--- src/rtl/uart_rx_core_pkg.sv ---
`default_nettype none
// ============================================================================
// Package  : uart_rx_core_pkg
// Brief    : Shared UART defaults and receiver state encodings.
// Revision : 1.0 - initial release
// ============================================================================
package uart_rx_core_pkg;

  // Line rate defaults shared with the transmitter (50 MHz / 115200).
  localparam int c_DEF_CLKS_PER_BIT = 434;
  localparam int c_DEF_DATA_BITS    = 8;

  localparam logic [2:0] c_ST_IDLE      = 3'd0;
  localparam logic [2:0] c_ST_START     = 3'd1;
  localparam logic [2:0] c_ST_DATA      = 3'd2;
  localparam logic [2:0] c_ST_PARITY    = 3'd3;
  localparam logic [2:0] c_ST_STOP      = 3'd4;
  localparam logic [2:0] c_ST_WAIT_HIGH = 3'd5;

endpackage
`default_nettype wire

--- src/rtl/uart_rx_sync.sv ---
`default_nettype none
// ============================================================================
// Module   : uart_rx_sync
// Brief    : Multi-flop synchronizer, resets to 1 (idle line level).
// Revision : 1.0 - initial release
// ============================================================================
module uart_rx_sync #(
  parameter int STAGES = 2
) (
  input  logic clk,
  input  logic rst,
  input  logic i_d,
  output logic o_q
);

  logic [STAGES-1:0] r_sync;

  always_ff @(posedge clk or posedge rst) begin
    if (rst) begin
      r_sync <= '1;
    end else begin
      r_sync <= {r_sync[STAGES-2:0], i_d};
    end
  end

  assign o_q = r_sync[STAGES-1];

endmodule
`default_nettype wire

--- src/rtl/uart_rx_core.sv ---
`default_nettype none
// ============================================================================
// Module   : uart_rx_core
// Brief    : UART receiver, mid-bit sampling, framing/overrun flags, single
//            holding register. Define UART_RX_PARITY_EN for an even parity bit.
// Revision : 1.0 - initial release
// ============================================================================
module uart_rx_core
  import uart_rx_core_pkg::*;
#(
  parameter int CLKS_PER_BIT = c_DEF_CLKS_PER_BIT,
  parameter int DATA_BITS    = c_DEF_DATA_BITS
) (
  input  logic                 sys_clk_i,
  input  logic                 sys_rst_i,
  input  logic                 uart_rx,
  input  logic                 uart_rd_i,
  output logic [DATA_BITS-1:0] uart_dat_o,
  output logic                 done,
  output logic                 uart_rx_busy,
  output logic                 frame_err,
`ifdef UART_RX_PARITY_EN
  output logic                 parity_err,
`endif
  output logic                 overrun
);

  localparam int c_CW = $clog2(CLKS_PER_BIT);
  localparam int c_BW = $clog2(DATA_BITS + 1);
  localparam logic [c_CW-1:0] c_HALF = c_CW'(CLKS_PER_BIT / 2 - 1);
  localparam logic [c_CW-1:0] c_FULL = c_CW'(CLKS_PER_BIT - 1);
  localparam logic [c_BW-1:0] c_LAST = c_BW'(DATA_BITS - 1);

  logic                 w_rx_s;
  logic                 w_bit_tick;
  logic [2:0]           r_state;
  logic [c_CW-1:0]      r_clk_cnt;
  logic [c_BW-1:0]      r_bit_idx;
  logic [DATA_BITS-1:0] r_shift;
  logic [DATA_BITS-1:0] r_dat;
  logic                 r_done;
  logic                 r_frame_err;
  logic                 r_overrun;
`ifdef UART_RX_PARITY_EN
  logic                 r_par_err;
  logic                 r_par_bad;
`endif

  uart_rx_sync #(
    .STAGES (2)
  ) u_sync (
    .clk (sys_clk_i),
    .rst (sys_rst_i),
    .i_d (uart_rx),
    .o_q (w_rx_s)
  );

  assign w_bit_tick = (r_clk_cnt == c_FULL);

  always_ff @(posedge sys_clk_i or posedge sys_rst_i) begin
    if (sys_rst_i) begin
      r_state     <= c_ST_IDLE;
      r_clk_cnt   <= '0;
      r_bit_idx   <= '0;
      r_shift     <= '0;
      r_dat       <= '0;
      r_done      <= 1'b0;
      r_frame_err <= 1'b0;
      r_overrun   <= 1'b0;
`ifdef UART_RX_PARITY_EN
      r_par_err   <= 1'b0;
      r_par_bad   <= 1'b0;
`endif
    end else begin
      // Host read comes first so a same-edge completion below can override it.
      if (uart_rd_i) begin
        r_done      <= 1'b0;
        r_frame_err <= 1'b0;
        r_overrun   <= 1'b0;
`ifdef UART_RX_PARITY_EN
        r_par_err   <= 1'b0;
`endif
      end

      case (r_state)
        c_ST_IDLE: begin
          if (!w_rx_s) begin
            r_state   <= c_ST_START;
            r_clk_cnt <= '0;
          end
        end

        c_ST_START: begin
          if (r_clk_cnt == c_HALF) begin
            r_clk_cnt <= '0;
            if (!w_rx_s) begin
              r_state   <= c_ST_DATA;
              r_bit_idx <= '0;
            end else begin
              r_state   <= c_ST_IDLE;
            end
          end else begin
            r_clk_cnt <= r_clk_cnt + c_CW'(1);
          end
        end

        c_ST_DATA: begin
          if (w_bit_tick) begin
            r_clk_cnt <= '0;
            r_shift   <= {w_rx_s, r_shift[DATA_BITS-1:1]};
            if (r_bit_idx == c_LAST) begin
              r_bit_idx <= '0;
`ifdef UART_RX_PARITY_EN
              r_state   <= c_ST_PARITY;
`else
              r_state   <= c_ST_STOP;
`endif
            end else begin
              r_bit_idx <= r_bit_idx + c_BW'(1);
            end
          end else begin
            r_clk_cnt <= r_clk_cnt + c_CW'(1);
          end
        end

`ifdef UART_RX_PARITY_EN
        c_ST_PARITY: begin
          if (w_bit_tick) begin
            r_clk_cnt <= '0;
            r_par_bad <= (^r_shift) ^ w_rx_s;
            r_state   <= c_ST_STOP;
          end else begin
            r_clk_cnt <= r_clk_cnt + c_CW'(1);
          end
        end
`endif

        c_ST_STOP: begin
          if (w_bit_tick) begin
            r_clk_cnt <= '0;
            if (w_rx_s) begin
              r_dat   <= r_shift;
              r_done  <= 1'b1;
              if (r_done && !uart_rd_i) begin
                r_overrun <= 1'b1;
              end
`ifdef UART_RX_PARITY_EN
              if (r_par_bad) begin
                r_par_err <= 1'b1;
              end
`endif
              r_state <= c_ST_IDLE;
            end else begin
              r_frame_err <= 1'b1;
              r_state     <= c_ST_WAIT_HIGH;
            end
          end else begin
            r_clk_cnt <= r_clk_cnt + c_CW'(1);
          end
        end

        // A held-low line (break) must return high before a new start is armed.
        c_ST_WAIT_HIGH: begin
          if (w_rx_s) begin
            r_state <= c_ST_IDLE;
          end
        end

        default: begin
          r_state <= c_ST_IDLE;
        end
      endcase
    end
  end

  assign uart_dat_o   = r_dat;
  assign done         = r_done;
  assign uart_rx_busy = (r_state != c_ST_IDLE);
  assign frame_err    = r_frame_err;
  assign overrun      = r_overrun;
`ifdef UART_RX_PARITY_EN
  assign parity_err   = r_par_err;
`endif

endmodule
`default_nettype wire

--- config.mk ---
export PLATFORM = sky130hd
export DESIGN_NAME = uart_rx_core
export DESIGN_NICKNAME = d
export VERILOG_FILES = /design/src/rtl/uart_rx_core_pkg.sv /design/src/rtl/uart_rx_sync.sv /design/src/rtl/uart_rx_core.sv
export SDC_FILE = /design/constraint.sdc
export NUM_CORES = 1
export LEC_CHECK = 0
export BUFFER_PORTS_ARGS = -buffer_cell sky130_fd_sc_hd__clkbuf_2
export CAP_MARGIN = 20
export CORE_ASPECT_RATIO = 0.6
export CORE_MARGIN = 5
export CORE_UTILIZATION = 47
export CTS_CLUSTER_SIZE = 16
export DETAILED_ROUTE_END_ITERATION = 12
export PLACE_DENSITY = 0.65
export SYNTH_ARGS = -nofsm -noshare
export SYNTH_HDL_FRONTEND = slang
export SYNTH_HIERARCHICAL = 1
export SYNTH_SLANG_ARGS = --single-unit
--- constraint.sdc ---
create_clock -name sys_clk_i -period 3.76 [get_ports sys_clk_i]
set_clock_uncertainty 0.2 [all_clocks]
set_input_delay 0.376 -clock sys_clk_i [delete_from_list [all_inputs] [get_ports sys_clk_i]]
set_output_delay 0.376 -clock sys_clk_i [all_outputs]
set_load 0.005 [all_outputs]
==> reports/metrics.cfg <==
[yosys]
yosys-top-cells-count=sky130_fd_sc_hd__dfrtp_1, sky130_fd_sc_hd__nand2_1, sky130_fd_sc_hd__mux2_2
yosysWarningCount=6
synth_seq_area_share=0.4927
synth_area_leader_cell=sky130_fd_sc_hd__dfrtp_1
synth_async_sr_flop_share=1.000
post_synthesis_average_cell_area_sq_um=11.49
yosys-top-cells-area=sky130_fd_sc_hd__dfrtp_1, sky130_fd_sc_hd__mux2_2, sky130_fd_sc_hd__mux2_4
netlist-cell-type-count=47
synthesis.area_sq_um=1884
synth_cells=164
synthDominantCellAreaShare=0.4648
postSynthNetCount=172
synth-edff-count=0
yosys_register_bits=37
synth_ff_type=sky130_fd_sc_hd__dfrtp_1
yosys.cell_count.top_type=sky130_fd_sc_hd__dfrtp_1

[floorplanning]
initial_core_util=0.5005
chipHeight_um=59.05
rows=17
pin_count=16
die_width_um=91.75
dieArea_sq_um=5417
floorplan.core_area_sq_um=3765

[sta]
worstMarginPinSlew_ps=709.4
final_critical_delay_including_setup_and_external_delays_ps=2292
final_setup_violation_count=0
slew_violations=0
final_min_period_over_clock_period=0.6095
timing.setup.tns_ps=0
maxSlewHeadroom=0.5271
finalHoldViolCount=0
rsz0062_at_grt=false
max_clock_freq_mhz=436.3

[setup_path]
timing.critical_path.slowest_cell_delay_ps=640
timing.critical_path.to=r_shift[2]
start_kind=flop
wp_depth=5
regToRegSetupSlack_ps=1470
cp_max_fo=13
crit-reg2reg-launch=r_clk_cnt[1]
crit_chain=inv_1, ha_1, and4b_4, and3_1, mux2_2
worst_r2r_path_depth=5
path_class=flop to flop
timing.critical_path.required_ps=3730
cp.arrival_ps=2270
endpoint_kind=flop
crit_path_start=r_clk_cnt[1]
critPathBufInv=1
cp_slowest_cell=sky130_fd_sc_hd__and3_1
r2r_path_end=r_shift[2]
cell_family_contributing_the_most_delay_on_the_critical_path=simple AND/OR/NAND/NOR gates

[routing]
detailroute.via_count=1267
avgViaCountPerCell=5.509
route.detailed.wl_per_inst_um=14.92
detail_route.iter0.violations=81
antenna_violating_nets_post_route=0
drc_errors=0
drt-pass1-iter-count=5
finalWirelength_um=3432

[grt]
grt_usage=0.1399
wire_length_of_the_first_global_routing_pass_um=5878
maximum_number_of_pins_on_one_net_before_global_route_repair=36
initial_antenna_violation_count=0
grt.overflow.total=0
grt_pass1_vias=1209

[job]
cap_viol_max_count=0

[power]
power.total_uw=740.5
p_sw_frac=0.1943
power_density_nw_per_um2=353.7
switchingPower_uw=143.9
power_frac_clock=0.441
internal_power_uw=596.6
comb_power_share=0.017
power.ir.vdd_worst_mv=0.1804
power.leakage_uw=0.0009921
sequentialPowerShare=0.542

[finish]
design.final.nets=191
n_antenna_cell=0
share_of_final_layout_standard_cells_stronger_than_drive_strength_1=0.3005
instances_no_fill=230
area.growth.synth_to_final_pct=11.09

[cts]
cts-root-to-sink-buffers=2
post_cts.repair.setup_buffers=0
cts-hold-fix-buffers=2
clock_latency_ps=280
cts_num_sinks=37
cts_tree=built
tritoncts.num_buffers=5
cts-htree-levels=2
cts.root.buffer_cell=sky130_fd_sc_hd__clkbuf_8
cts.reportedPaths.clkPinSlew_ps=70
cts_resized=0

[placed_design]
place_inst=221
dp_hpwl_um=2405
finalWeightedCongestion=0.7913
port_buffers=15

[min_path]
hold_path_class=input port to flop

[status]
outcome=finished, final reports clean

sequential cells by signal, indices dropped and copies added, names as in the netlist:
register / count
r_clk_cnt: 9
r_shift: 8
uart_dat_o: 8
r_bit_idx: 4
r_state: 3
u_sync/r_sync: 2
done: 1
frame_err: 1
overrun: 1
logic make-up (layout without fill, tap and decap cells):
group / count (synthesis) / in the layout / share of synthesized area
xor+xnor: 3 / 3 / 0.01395
fa+ha+maj: 4 / 4 / 0.02656
flops: 37 / 37 / 0.4927
buf+inv: 15 / 34 / 0.04781
mux: 17 / 17 / 0.1109
simple gates: 57 / 57 / 0.1919
compound gates: 31 / 31 / 0.1162
through the flow:
| stage | hold slack, ps | cell area [sq um] | worst slack (ps) | util |
|---|---|---|---|---|
| finish | 116.1 | 2093 | 1468 | 0.5560 |
| global route | 117.6 | 2093 | 1381 | 0.5560 |
| CTS | 118.1 | 2093 | 1458 | 0.5560 |
| detailed placement | 149.5 | 1969 | 1475 | 0.5231 |
| global placement | 147.8 | 1969 | 1553 | 0.5231 |
| floorplan | 87.50 | 1884 | 1879 | - |
routing by layer:
| layer | vias up | global-route usage | share of wire |
|---|---|---|---|
| met2 | 33 | 0.2077 | 0.42 |
| met3 | 7 | 0.04188 | 0.051 |
| met1 | 610 | 0.1954 | 0.51 |
| li1 | 617 | - | - |
| met5 | - | 0 | 0 |
| met4 | 0 | 0.05074 | 0.013 |
power by group through the flow:
stage / registers [uW] / logic, uW / clock network [uW]
after CTS: 401 / 13.5 / 337
after detailed placement: 409 / 11.9 / 0
after global placement: 409 / 11.6 / 0
final: 401 / 12.6 / 326
after floorplan: 408 / 6.87 / 0
after global routing: 401 / 15.5 / 352
worst min-delay path by stage:
stage / from / end / slack [ps] / depth (start not counted)
3_5_place_dp: u_sync/r_sync[0] / u_sync/r_sync[1] / 150 / 0
4_1_cts: uart_rd_i / frame_err / 120 / 2
3_3_place_gp: u_sync/r_sync[0] / u_sync/r_sync[1] / 150 / 0
6_report: uart_rd_i / frame_err / 120 / 2
5_1_grt: uart_rd_i / frame_err / 120 / 2
2_1_floorplan: sys_rst_i / u_sync/r_sync[0] / 90 / 1
cell usage in the layout (no fill, tap or decap), drive strengths merged, types with 4 or more instances in the layout:
cell type,count
nand2,20
ha,4
nor3,4
mux2,16
o22ai,5
clkbuf,20
o21ai,11
nor2,7
inv,9
nand3,4
dfrtp,35
cell type report:
cell class              count  area, sq um
clock buffers               5        68.82
clock inverters             2        35.03
fillers                   323         1672
inverters                   9        33.78
multi-input cells         112        865.8
flip-flops and latches     37        928.4
well taps                  47        58.81
repair buffers             18        102.6
No activity file was read; power rests on OpenSTA's default activity.
